$ cat src/rtl/pio_out_pkg.sv
// Shared definitions for the pulse-capable output PIO: register map, status bits,
// timer state encoding and the counter-width helper.
package pio_out_pkg;

   localparam logic [1:0] ADDR_DATA  = 2'd0;
   localparam logic [1:0] ADDR_SET   = 2'd1;
   localparam logic [1:0] ADDR_CLR   = 2'd2;
   localparam logic [1:0] ADDR_PULSE = 2'd3;

   localparam int BUSY_BIT = 31;
   localparam int IRQ_BIT  = 30;
   localparam int RD_LAT   = 1;

   typedef enum logic [0:0] {
      TMR_IDLE = 1'b0,
      TMR_RUN  = 1'b1
   } tmr_state_e;

   // A one-cycle pulse still needs a 1-bit counter to hold its zero value.
   function automatic int cnt_width(input int cycles);
      if (cycles > 1) begin
         return $clog2(cycles);
      end else begin
         return 1;
      end
   endfunction

endpackage

$ cat src/rtl/pio_pulse_timer.sv
// Pulse down-counter with busy flag; load (re)starts a PULSE_CYCLES window, abort ends it.
// expire flags the natural end of a window that is not being overridden by load/abort.
module pio_pulse_timer
   import pio_out_pkg::*;
#(
   parameter int PULSE_CYCLES = 1024
) (
   input  logic clk,
   input  logic reset,
   input  logic load,
   input  logic abort,
   output logic busy,
   output logic expire
);

   localparam int CW = cnt_width(PULSE_CYCLES);
   localparam logic [CW-1:0] CNT_LOAD = CW'(PULSE_CYCLES - 1);
   localparam logic [CW-1:0] CNT_ZERO = {CW{1'b0}};

   tmr_state_e     state_r;
   tmr_state_e     state_nxt_s;
   logic [CW-1:0]  cnt_r;
   logic [CW-1:0]  cnt_nxt_s;
   logic           cnt_zero_s;

   assign cnt_zero_s = (cnt_r == CNT_ZERO);

   // State and counter registers
   always_ff @(posedge clk) begin
      if (reset) begin
         state_r <= TMR_IDLE;
         cnt_r   <= CNT_ZERO;
      end else begin
         state_r <= state_nxt_s;
         cnt_r   <= cnt_nxt_s;
      end
   end

   // Next-state logic: a load always wins over abort and natural expiry
   always_comb begin
      state_nxt_s = state_r;
      cnt_nxt_s   = cnt_r;
      case (state_r)
         TMR_IDLE: begin
            if (load) begin
               state_nxt_s = TMR_RUN;
               cnt_nxt_s   = CNT_LOAD;
            end else begin
               state_nxt_s = TMR_IDLE;
            end
         end
         TMR_RUN: begin
            if (load) begin
               cnt_nxt_s = CNT_LOAD;
            end else if (abort) begin
               state_nxt_s = TMR_IDLE;
               cnt_nxt_s   = CNT_ZERO;
            end else if (cnt_zero_s) begin
               state_nxt_s = TMR_IDLE;
            end else begin
               cnt_nxt_s = cnt_r - CW'(1);
            end
         end
         default: begin
            state_nxt_s = TMR_IDLE;
            cnt_nxt_s   = CNT_ZERO;
         end
      endcase
   end

   // Output decode
   always_comb begin
      busy   = 1'b0;
      expire = 1'b0;
      case (state_r)
         TMR_IDLE: begin
            busy   = 1'b0;
            expire = 1'b0;
         end
         TMR_RUN: begin
            busy   = 1'b1;
            expire = cnt_zero_s & ~load & ~abort;
         end
         default: begin
            busy   = 1'b0;
            expire = 1'b0;
         end
      endcase
   end

endmodule

$ cat src/rtl/pio_pulse_out.sv
// Avalon-MM output PIO with direct/set/clear writes and a timed inverting pulse.
// Optional sticky expiry interrupt enabled by defining PIO_PULSE_OUT_IRQ_EN.
module pio_pulse_out
   import pio_out_pkg::*;
#(
   parameter int               WIDTH        = 16,
   parameter logic [WIDTH-1:0] RESET_VALUE  = {WIDTH{1'b0}},
   parameter int               PULSE_CYCLES = 1024
) (
   input  logic              clk,
   input  logic              reset,
   input  logic [1:0]        address,
   input  logic              chipselect,
   input  logic              write_n,
   input  logic [31:0]       writedata,
   output logic [31:0]       readdata,
   output logic [WIDTH-1:0]  out_port
`ifdef PIO_PULSE_OUT_IRQ_EN
   ,
   output logic              irq
`endif
);

   localparam logic [WIDTH-1:0] ZERO_W = {WIDTH{1'b0}};

   logic              wr_s;
   logic [WIDTH-1:0]  wd_s;
   logic              unused_wd_s;
   logic [WIDTH-1:0]  data_r;
   logic [WIDTH-1:0]  data_nxt_s;
   logic [WIDTH-1:0]  mask_r;
   logic [WIDTH-1:0]  mask_nxt_s;
   logic [WIDTH-1:0]  out_nxt_s;
   logic [31:0]       rd_nxt_s;
   logic              pulse_wr_s;
   logic              load_s;
   logic              abort_s;
   logic              busy_s;
   logic              busy_nxt_s;
   logic              expire_s;
   logic              irq_bit_s;

   assign wr_s        = chipselect & ~write_n;
   assign wd_s        = writedata[WIDTH-1:0];
   assign unused_wd_s = ^writedata[31:WIDTH];

   pio_pulse_timer #(
      .PULSE_CYCLES (PULSE_CYCLES)
   ) u_timer (
      .clk    (clk),
      .reset  (reset),
      .load   (load_s),
      .abort  (abort_s),
      .busy   (busy_s),
      .expire (expire_s)
   );

   // Write decode; a PULSE write overrides a same-cycle expiry because expire is already masked by it
   always_comb begin
      data_nxt_s = data_r;
      mask_nxt_s = expire_s ? ZERO_W : mask_r;
      pulse_wr_s = 1'b0;
      load_s     = 1'b0;
      abort_s    = 1'b0;
      if (wr_s) begin
         case (address)
            ADDR_DATA:  data_nxt_s = wd_s;
            ADDR_SET:   data_nxt_s = data_r | wd_s;
            ADDR_CLR:   data_nxt_s = data_r & ~wd_s;
            ADDR_PULSE: begin
               pulse_wr_s = 1'b1;
               mask_nxt_s = wd_s;
               load_s     = |wd_s;
               abort_s    = ~(|wd_s);
            end
            default: data_nxt_s = data_r;
         endcase
      end else begin
         pulse_wr_s = 1'b0;
      end
   end

   // Output pins follow next-cycle data with the next-cycle pulse mask applied
   always_comb begin
      busy_nxt_s = load_s | (busy_s & ~abort_s & ~expire_s);
      out_nxt_s  = data_nxt_s ^ (busy_nxt_s ? mask_nxt_s : ZERO_W);
   end

   // Read mux over current (pre-update) register state
   always_comb begin
      rd_nxt_s = 32'd0;
      case (address)
         ADDR_DATA:  rd_nxt_s[WIDTH-1:0] = data_r;
         ADDR_SET:   rd_nxt_s[WIDTH-1:0] = out_port;
         ADDR_CLR:   rd_nxt_s = 32'd0;
         ADDR_PULSE: begin
            rd_nxt_s[WIDTH-1:0] = mask_r;
            rd_nxt_s[BUSY_BIT]  = busy_s;
            rd_nxt_s[IRQ_BIT]   = irq_bit_s;
         end
         default: rd_nxt_s = 32'd0;
      endcase
   end

   // Register file, output pins and read data
   always_ff @(posedge clk) begin
      if (reset) begin
         data_r   <= RESET_VALUE;
         mask_r   <= ZERO_W;
         out_port <= RESET_VALUE;
         readdata <= 32'd0;
      end else begin
         data_r   <= data_nxt_s;
         mask_r   <= mask_nxt_s;
         out_port <= out_nxt_s;
         readdata <= rd_nxt_s;
      end
   end

`ifdef PIO_PULSE_OUT_IRQ_EN
   logic irq_r;

   // Sticky expiry interrupt; any PULSE-register write clears it with priority
   always_ff @(posedge clk) begin
      if (reset) begin
         irq_r <= 1'b0;
      end else if (pulse_wr_s) begin
         irq_r <= 1'b0;
      end else if (expire_s) begin
         irq_r <= 1'b1;
      end else begin
         irq_r <= irq_r;
      end
   end

   assign irq       = irq_r;
   assign irq_bit_s = irq_r;
`else
   assign irq_bit_s = 1'b0;
`endif

endmodule
$ cat config.mk
export PLATFORM = sky130hd
export DESIGN_NAME = pio_pulse_out
export DESIGN_NICKNAME = d
export VERILOG_FILES = /design/src/rtl/pio_out_pkg.sv /design/src/rtl/pio_pulse_timer.sv /design/src/rtl/pio_pulse_out.sv
export SDC_FILE = /design/constraint.sdc
export NUM_CORES = 1
export LEC_CHECK = 0
export BUFFER_PORTS_ARGS = -buffer_cell sky130_fd_sc_hd__buf_2
export CAP_MARGIN = 20
export CORE_UTILIZATION = 42
export DETAILED_ROUTE_END_ITERATION = 10
export GPL_ROUTABILITY_DRIVEN = 0
export GPL_TIMING_DRIVEN = 0
export PLACE_DENSITY = 0.65
export SYNTH_ARGS = -nofsm -noshare
export SYNTH_HDL_FRONTEND = slang
export SYNTH_SLANG_ARGS = --single-unit
$ cat constraint.sdc
create_clock -name clk -period 2.3 [get_ports clk]
set_input_delay 0.23 -clock clk [delete_from_list [all_inputs] [get_ports clk]]
set_output_delay 0.23 -clock clk [all_outputs]
set_load 0.01 [all_outputs]
# Yosys cells after proc, flatten, opt, wreduce, memory -nomap -nowiden
# Index checks and enable logic that the tools add are counted.
[word_totals]
in_bits = 38
ff_bits = 91
output_inout_bits = 48
[classes]
eq_ne = 5
n_addsub = 1
n_bitwise = 17
muxes = 24
reduce_logical = 5
[ops]
columns = ["operator", "count"]
rows = [
  ["$mux 16", 5],
  ["$pmux 16 s4", 1],
  ["$pmux 16 s3", 1],
  ["$mux 10", 4],
  ["$pmux 10 s2", 1],
  ["$and 16x16->16", 1],
  ["$not 16->16", 1],
  ["$or 16x16->16", 1],
  ["$reduce_or 16->1", 1],
  ["$xor 16x16->16", 1],
  ["$logic_not 10->1", 1],
  ["$sub 10x1->10 const B", 1],
  ["$mux 1", 8],
  ["$not 1->1", 7],
  ["$pmux 1 s2", 3],
  ["$and 1x1->1", 5],
  ["$eq 2x2->1 const B", 2],
  ["$ne 4x3->1 const B", 1],
  ["$eq 2x1->1 const B", 1],
  ["$logic_not 2->1", 1],
  ["$mux 2", 1],
  ["$ne 2x2->1 const B", 1],
  ["$reduce_and 2->1", 1],
  ["$reduce_or 2->1", 1],
  ["$or 1x1->1", 1],
]

# Longest topological paths before layout
# Gate-level depths: netlist (run 1).
[logic_depth]
word_depth = 12
ltp_mapped = 8
depth_no_buf = 7

# By module
# Synthesis (run 1) repeated with hierarchy kept, for this count alone.
[hier_totals]
cells_unflattened = 410
area_unflattened_um2 = 3738.6
[modules_own_cells]
columns = ["mod", "area_per_inst_um2", "seq_area_each_um2", "n_inst", "cells_per_inst"]
rows = [
  ["pio_pulse_out", 3093.0, 1301.2, 1, 328],
  ["pio_pulse_timer", 645.6, 220.2, 1, 82],
]

# Least setup slack after synthesis (run 1)
# OpenSTA, ideal clock, no wires.
[synth_timing]
kind = "reg2reg"
from = "register u_timer.cnt_r[0]"
to = "register out_port[5]"
arrival_ps = 1857
stages_incl_launch_ff = 9
required_time_ps = 2230
path_slack_ps = 373
setup_ps = 70
path_cell_list = "dfxtp_1 -> inv_1 -> ha_1 -> nor3b_1 -> a41oi_2 -> buf_2 -> a22oi_1 -> or3_1 -> a21oi_1"
[synth_via]
elab_chain_len = 9
elab_cells_between_ends = 12
classes_between = "mux (5); bitwise (6); reduce/logical (1)"
[synth_rtl]
columns = ["item", "line", "rtl"]
rows = [
  ["start: declaration", "pio_pulse_timer.sv:22", "logic [CW-1:0] cnt_r;"],
  ["start signal: assignment", "pio_pulse_timer.sv:35", "cnt_r <= cnt_nxt_s;"],
  ["$logic_not 10->1 (*)", "pio_pulse_timer.sv:26", "assign cnt_zero_s = (cnt_r == CNT_ZERO);"],
  ["$and 1x1->1 (*) (2 in series)", "pio_pulse_timer.sv:82", "expire = cnt_zero_s & ~load & ~abort;"],
  ["$pmux 1 s2 (*)", "pio_pulse_timer.sv:75", "case (state_r)"],
  ["$mux 16 / $not 1->1 (equally long branches)", "pio_pulse_out.sv:61, pio_pulse_out.sv:85", ""],
  ["$mux 16 / $and 1x1->1 (equally long branches)", "pio_pulse_out.sv:66, pio_pulse_out.sv:85", ""],
  ["$mux 16 / $or 1x1->1 (equally long branches)", "pio_pulse_out.sv:65, pio_pulse_out.sv:85", ""],
  ["$mux 16 (*)", "pio_pulse_out.sv:86", "out_nxt_s = data_nxt_s ^ (busy_nxt_s ? mask_nxt_s : ZERO_W);"],
  ["$xor 16x16->16 (*)", "pio_pulse_out.sv:86", ""],
  ["end signal: assignment", "pio_pulse_out.sv:115", "out_port <= out_nxt_s;"],
  ["end: declaration", "pio_pulse_out.sv:17", "output logic [WIDTH-1:0] out_port"],
]
# Every way passes the cells marked *; elsewhere a longest branch is shown, timed or not.
# A chain may end at the register's enable or synchronous reset.

# Worst setup path in the final report (run 1)
[layout_timing]
from = "input port address[1]"
to = "register out_port[3]"
[layout_via]
elab_chain_len = 12
elab_cells_between_ends = 24
classes_between = "eq/ne (3); mux (11); bitwise (9); reduce/logical (1)"
[layout_rtl]
columns = ["item", "line", "rtl"]
rows = [
  ["start: declaration", "pio_pulse_out.sv:12", "input logic [1:0] address,"],
  ["$eq 2x2->1", "pio_pulse_out.sv:66", "case (address)"],
  ["$mux 1", "pio_pulse_out.sv:66", ""],
  ["$mux 1", "pio_pulse_out.sv:65", "if (wr_s) begin"],
  ["$not 1->1", "pio_pulse_timer.sv:82", ""],
  ["$and 1x1->1 (2 in series)", "pio_pulse_timer.sv:82", ""],
  ["$pmux 1 s2", "pio_pulse_timer.sv:75", ""],
  ["$mux 16 / $not 1->1 (equally long branches)", "pio_pulse_out.sv:61, pio_pulse_out.sv:85", ""],
  ["$mux 16 / $and 1x1->1 (equally long branches)", "pio_pulse_out.sv:66, pio_pulse_out.sv:85", ""],
  ["$mux 16 / $or 1x1->1 (equally long branches)", "pio_pulse_out.sv:65, pio_pulse_out.sv:85", ""],
  ["$mux 16", "pio_pulse_out.sv:86", ""],
  ["$xor 16x16->16 (*)", "pio_pulse_out.sv:86", ""],
]
# Marked as above.

==> impl_metrics.toml, run 1 <==
[die]
row_count = 32
coreArea_sq_um = 7767
die_x_um = 91.62
dieArea_sq_um = 8394
initial_core_util = 0.4343
ioPinCount = 86
die_h_um = 91.62

[power]
pwr-share-clk = 0.383
p_seq_frac = 0.506
peakVddDrop_mv = 0.3355
p_sw_frac = 0.2618
total_power_uw = 2697
p_leak_uw = 0.001678
netSwitchingPower_uw = 706.1
internal-power_uw = 1991
p_comb_frac = 0.111
power-per-cell-area_nw_per_um2 = 667.3

[clock_network]
clk_pin_slew_ns = 0.08
clk_latency_ns = 0.35
cts_sinks = 76
htree_levels = 3
cts.path.max_buffers = 2
cts_tree = "built"
cts_buffers = 9
root_buffer = "clkbuf_8"

[drt]
drt_iter0_markers = 148
routed_wirelength_mm = 9.156
drcViolationCount = 0
vias_per_cell = 5.450
firstDrtPassIters = 5
routedWlPerCell_um = 15.92
drtAntennaViolNets = 0
vias = 3134

[yosys]
synth.largest_area_cell = "dfxtp_1"
synth.top_cell.area_share = 0.4510
yosysWarnings = 0
ys_ff_latch = 76
yosysMostFrequentCell = "dfxtp_1"
netlist_instances = 389
synth_edf_count = 0
async_flop_share = 0
yosysUniqueCellTypes = 42
avgSynthCellArea_sq_um = 8.672
syn_area_sq_um = 3373
ys_top_cells_by_count = "dfxtp_1 (76), nor2_1 (55), a21oi_1 (45), o21ai_0 (22), buf_4 (17)"
synth_ff_type = "dfxtp_1"
synth.area.top_cells = "dfxtp_1 (45%), a21oi_1 (6.7%), nor2_1 (6.1%)"
synth-seq-area-share = 0.4510

[cells_and_area]
fin_nets = 508
fillers = 775
num_antenna_cells = 0
drive_gt1_frac = 0.2093
area_growth_pct = 19.81
final_util = 0.5203

[global_routing]
grt_max_degree = 14
gr-usage-met3 = 0.04561
first_global_vias = 2962
grtUsageMet2 = 0.3741
antenna_found_initial = 0
grt_use_total = 0.2250
grt-ovfl-total = 0
grt_busiest_layer = "met2"
grtUsageMet1 = 0.2834
grt_pass1_wl_mm = 14.65

[setup_path]
ff2ff_path_depth = 9
cp-endpoint = "out_port[3]$_SDFF_PP0_"
worstReg2RegStart = "u_timer.cnt_r[0]$_SDFFE_PP0P_"
crit_path_start_kind = "input port"
worst-setup-path-type = "input port to flop"
crit_required_ns = 2.51
ff2ff_setup_slack_ns = 0.13
critPathMaxFanout = 10
endpoint_kind = "flop"
cp.arrival_ns = 2.41
startpoint = "address[1]"
r2r_end = "out_port[7]$_SDFF_PP0_"

[hold_path]
min_path_cells = 3
hold_path.class = "input port to flop"

[timing]
tightest_slew_ns = 0.9682
min_period_ns = 2.197
setup_tns_ns = 0
clock_skew_ns = 0.009284
final-max-slew-violation-count = 0
final.setup.worst_slack_ns = 0.1026
finalCritPeriodShare = 0.9554
max_slew_margin = 0.3531
fmax_ghz = 0.4551
rsz0062_at_grt = "false"
finalSetupViolations = 0
holdWs_ns = 0.2271
hold_viol = 0

[place]
place_worst_setup_slack_ns = -0.2345
dp_hpwl_mm = 6.347
portBuffers = 53

[job]
cap_violations = 0

[status]
status = "completed"
==> metrics by stage <==
step                cell area [sq um]  instances
floorplan                        3426        403
global placement                 3819        558
detailed placement               3819        558
CTS                              4020        574
global route                     4041        575
finish                           4041        575
==> layout by cell type (no fill, tap or decap), types with 15 or more instances in the layout <==
master	instances
buf_2	57
clkbuf_1	16
nor2_1	55
o21ai_0	22
a22oi_1	16
buf_4	18
a22o_1	16
dfxtp_1	76
a21oi_1	45
mux2i_1	16
o21ai_1	16
nor2b_1	16
or3_1	16
conb_1	15
==> critical path: stages <==
cell and delay (ns):
buf_2 0.12, clkbuf_1 0.25, nor3b_1 0.85, clkbuf_1 0.49
a22o_1 0.26, or3_1 0.12, a21oi_1 0.07
==> timing repair <==
item	CTS	global route
hold buffers	0	0
endpoints found under the setup margin	0	16
hold endpoints to repair	0	0
gates resized for setup	0	3
setup buffers	0	1
==> cell type report <==
| type | count | area [sq um] | area share |
|---|---|---|---|
| Buffer | 42 | 230.2 | 0.05697 |
| Timing Repair Buffer | 54 | 272.8 | 0.06749 |
| Multi-Input combinational cell | 280 | 1669 | 0.4130 |
| Tap cell | 102 | 127.6 | 0.03158 |
| Clock buffer | 10 | 137.6 | 0.03406 |
| Sequential cell | 76 | 1521 | 0.3765 |
| Clock inverter | 6 | 63.81 | 0.01579 |
| Inverter | 5 | 18.77 | 0.004644 |
==> power groups by stage <==
stage	Clock (uW)	Combinational, uW	Sequential (uW)
6_report	1030	300	1370
5_1_grt	1090	326	1370
4_1_cts	1040	295	1360
3_5_place_dp	0	294	1400
3_3_place_gp	0	288	1390
2_1_floorplan	0	187	1400
==> routing by layer <==
metal | share of wire | vias up
li1 | - | 1527
met1 | 0.44 | 1490
met2 | 0.49 | 100
met3 | 0.054 | 17
met4 | 0.019 | 0
met5 | 0 | -
==> registers in the layout, indices dropped and copies added, names as in the netlist <==
signal           cells
readdata            17
out_port            16
u_timer.state_r      1
data_r              16
mask_r              16
u_timer.cnt_r       10
==> how the worst min path moves through the flow <==
stage                           from                      end
5_1_grt                 writedata[5]     mask_r[5]$_SDFF_PP0_
3_3_place_gp   mask_r[12]$_SDFF_PP0_  readdata[12]$_SDFF_PP0_
3_5_place_dp    mask_r[0]$_SDFF_PP0_   readdata[0]$_SDFF_PP0_
4_1_cts                writedata[11]    mask_r[11]$_SDFF_PP0_
6_report                writedata[4]     mask_r[4]$_SDFF_PP0_
2_1_floorplan          writedata[10]    mask_r[10]$_SDFF_PP0_
==> cells by family (layout without fill, tap and decap cells) <==
group	count (synthesis)	count (layout)	share of synthesized area
and+or+nand+nor	115	115	0.1747
adders and majority gates	2	2	0.007417
muxes	16	16	0.04748
xor gates and xnor gates	1	1	0.002597
AOI/OAI and AO/OA	131	131	0.2426
other	1	15	0.001112
buffers and inverters	47	117	0.07307
DFF	76	76	0.4510
Power figures use the tool's default switching activity.
==> run 2: changes to the inputs <==
--- a/config.mk
+++ b/config.mk
@@ -11,7 +11,8 @@
 export DETAILED_ROUTE_END_ITERATION = 10
 export GPL_ROUTABILITY_DRIVEN = 0
 export GPL_TIMING_DRIVEN = 0
-export PLACE_DENSITY = 0.65
+export PLACE_DENSITY = 0.64
 export SYNTH_ARGS = -nofsm -noshare
 export SYNTH_HDL_FRONTEND = slang
+export SYNTH_HIERARCHICAL = 1
 export SYNTH_SLANG_ARGS = --single-unit
==> constraint.sdc (replaced) <==
create_clock -name clk -period 2.8 [get_ports clk]
set_input_delay 0.28 -clock clk [delete_from_list [all_inputs] [get_ports clk]]
set_output_delay 0.28 -clock clk [all_outputs]
set_load 0.01 [all_outputs]
==> run 2 against run 1 <==
Compared with the run above:
- the run now ends with DRC left
- flip-flop and latch count unchanged
- final area increased by 11%
- clock skew up 0.0059 ns
- sequential power is 14% lower
- largest power group unchanged
==> impl_metrics.toml, run 2 <==
[status]
status = "finished, violations left"
violations = "DRC"

[clock_network]
clk_pin_slew_ns = 0.09
hold_buffers = 0
cts_buffers = 9
cts_sinks = 76
cts.path.max_buffers = 2
cts_tree = "built"
root_buffer = "clkbuf_8"
htree_levels = 3
clk_latency_ns = 0.37

[power]
p_sw_frac = 0.2683
p_seq_frac = 0.452
internal-power_uw = 1905
netSwitchingPower_uw = 698.5
p_comb_frac = 0.153
power-per-cell-area_nw_per_um2 = 580.0
total_power_uw = 2603
peakVddDrop_mv = 0.2666
p_leak_uw = 0.002129
pwr-share-clk = 0.395

[yosys]
synth.area.top_cells = "dfxtp_1 (41%), nor2_1 (9.3%), mux2i_1 (8.8%)"
netlist_instances = 410
avgSynthCellArea_sq_um = 9.119
synth_edf_count = 0
yosysUniqueCellTypes = 48
yosysWarnings = 6
ys_ff_latch = 76
synth.top_cell.area_share = 0.4070
synth_ff_type = "dfxtp_1"
synth-seq-area-share = 0.4070
syn_area_sq_um = 3739
synth.largest_area_cell = "dfxtp_1"
yosysMostFrequentCell = "nor2_1"
async_flop_share = 0
ys_top_cells_by_count = "nor2_1 (93), dfxtp_1 (76), and3b_1 (33), mux2i_1 (33), a21oi_1 (24)"

[die]
coreArea_sq_um = 8678
die_h_um = 96.35
die_x_um = 96.35
initial_core_util = 0.4308
dieArea_sq_um = 9282
row_count = 34
ioPinCount = 86

[setup_path]
cp.arrival_ns = 2.87
worst-path-buf-inv = 5
critPathMaxStageDelay_ns = 0.27
cp.depth = 14
cp_top_family = "simple AND/OR/NAND/NOR gates"
crit_required_ns = 3.03
ff2ff_path_depth = 10
endpoint_kind = "flop"
critPathMaxFanout = 10
crit_path_start_kind = "input port"
slowest_stage = "and2_2"
worstPathCellList = "buf_2 > buf_2 > and4b_1 > buf_2 > buf_2 > and2_2 > nor3_4 > nand3_4 > nor2_4 > clkbuf_4 > and3b_1 > mux2i_1 > xnor2_1 > nor2_1"
worst-setup-path-type = "input port to flop"
cpMostUsedCell = "buf_2"

[timing]
min_period_ns = 2.644
hold_viol = 0
final-max-slew-violation-count = 0
finalCritPeriodShare = 0.9443
finalSetupViolations = 0
clock_skew_ns = 0.01516
tightest_slew_ns = 0.6771
fmax_ghz = 0.3782
holdWs_ns = 0.2248
rsz0062_at_grt = "false"
setup_tns_ns = 0
max_slew_margin = 0.5451

[hold_path]
hold_path.class = "input port to flop"
min_path_cells = 3

[drt]
vias_per_cell = 5.433
routedWlPerCell_um = 16.18
vias = 3260
routed_wirelength_mm = 9.710
drcViolationCount = 4
drtAntennaViolNets = 0
drt_iter0_markers = 151
firstDrtPassIters = 8

[global_routing]
first_global_vias = 3004
antenna_found_initial = 0
grt_max_degree = 13
grt-ovfl-total = 0
grt_pass1_wl_mm = 15.24
grt_use_total = 0.2215

[place]
place_inst = 584
portBuffers = 52
dp_hpwl_mm = 6.523

[cells_and_area]
fin_nets = 526
layout_commonest_cell = "nor2_1"
drive_gt1_frac = 0.2322
final_cell_mix = "nor2_1 (91), dfxtp_1 (76), buf_2 (60)"
largest_reg_flops = 17
final_cells = 600
area_growth_pct = 20.05
largest-register = "readdata"

[job]
cap_violations = 0
run 2: changes by cell type in the layout (fill, tap and decap cells not counted), moves of 6 or more:
cell and delta:
nor2_1 +36, and3b_1 +33, o21ai_0 -22, a21oi_1 -21
mux2i_1 +17, a22o_1 -16, nor2b_1 -16, o21ai_1 -16
or3_1 -15, xnor2_1 +15, a221oi_2 +9, a221oi_1 +6
run 2: cell type report:
type	instances	area (sq um)
multi-input cells	299	2054
repair buffers	53	267.8
well taps	108	135.1
plain buffers	43	250.2
inverters	5	18.77
diodes	1	2.502
flip-flops and latches	76	1521
clock buffers	10	137.6
fillers	832	4190
clock inverters	5	100.1
run 2: cell families after synthesis:
family	after synthesis	synth area share
XOR/XNOR	16	0.03748
multiplexers	33	0.08835
flip-flops	76	0.4070
AO/OA/AOI/OAI	71	0.1540
other	1	0.001003
buffers and inverters	49	0.07061
adder cells (fa/ha/maj)	1	0.003346
AND/OR/NAND/NOR	163	0.2383
run 2: through the flow:
stage	area [sq um]	utilization	worst slack (ns)
floorplan	3804	-	0.03417
global placement	4199	0.4839	-0.9491
detailed placement	4199	0.4839	-0.9717
CTS	4458	0.5137	0.03400
global route	4486	0.5169	0.02194
finish	4488	0.5172	0.1560
run 2: path summary, 6_finish.rpt:
kind | from | endpoint | slack (ns)
setup / recovery | address[0] | out_port[11]$_SDFF_PP0_ | 0.16
hold / removal | writedata[7] | data_r[7]$_SDFF_PP0_ | 0.22
setup reg to reg | u_timer/cnt_r[0]$_SDFFE_PP0P_ | out_port[11]$_SDFF_PP0_ | 0.36
hold reg to reg | mask_r[9]$_SDFF_PP0_ | readdata[9]$_SDFF_PP0_ | 0.53
run 2: power by group through the flow:
stage          logic (uW)  registers, uW  clock network [uW]
4_1_cts               384           1170                1030
6_report              399           1180                1030
3_3_place_gp          371           1190                   0
2_1_floorplan         262           1200                   0
3_5_place_dp          378           1200                   0
5_1_grt               442           1180                1080
run 2: timing repair:
| item | in CTS | in global routing |
|---|---|---|
| gates resized for setup | 6 | 8 |
| endpoints found under the setup margin | 32 | 20 |
| pin swaps | 1 | 0 |
| setup buffers | 1 | 0 |
run 2: layer usage:
| metal | vias up | part of all wire | GRT usage |
|---|---|---|---|
| met4 | 0 | 0.017 | 0.07843 |
| met1 | 1547 | 0.42 | 0.2704 |
| met3 | 16 | 0.062 | 0.04660 |
| met5 | - | 0 | 0 |
| met2 | 105 | 0.50 | 0.3836 |
| li1 | 1592 | - | - |
run 2: worst reg2reg max path: stages (launching register included):
cell	delay, ns
dfxtp_1	0.37
inv_1	0.09
ha_1	0.24
nor4b_4	0.46
nand3_4	0.21
nor2_4	0.14
clkbuf_4	0.22
and3b_1	0.19
mux2i_1	0.20
xnor2_1	0.15
nor2_1	0.05
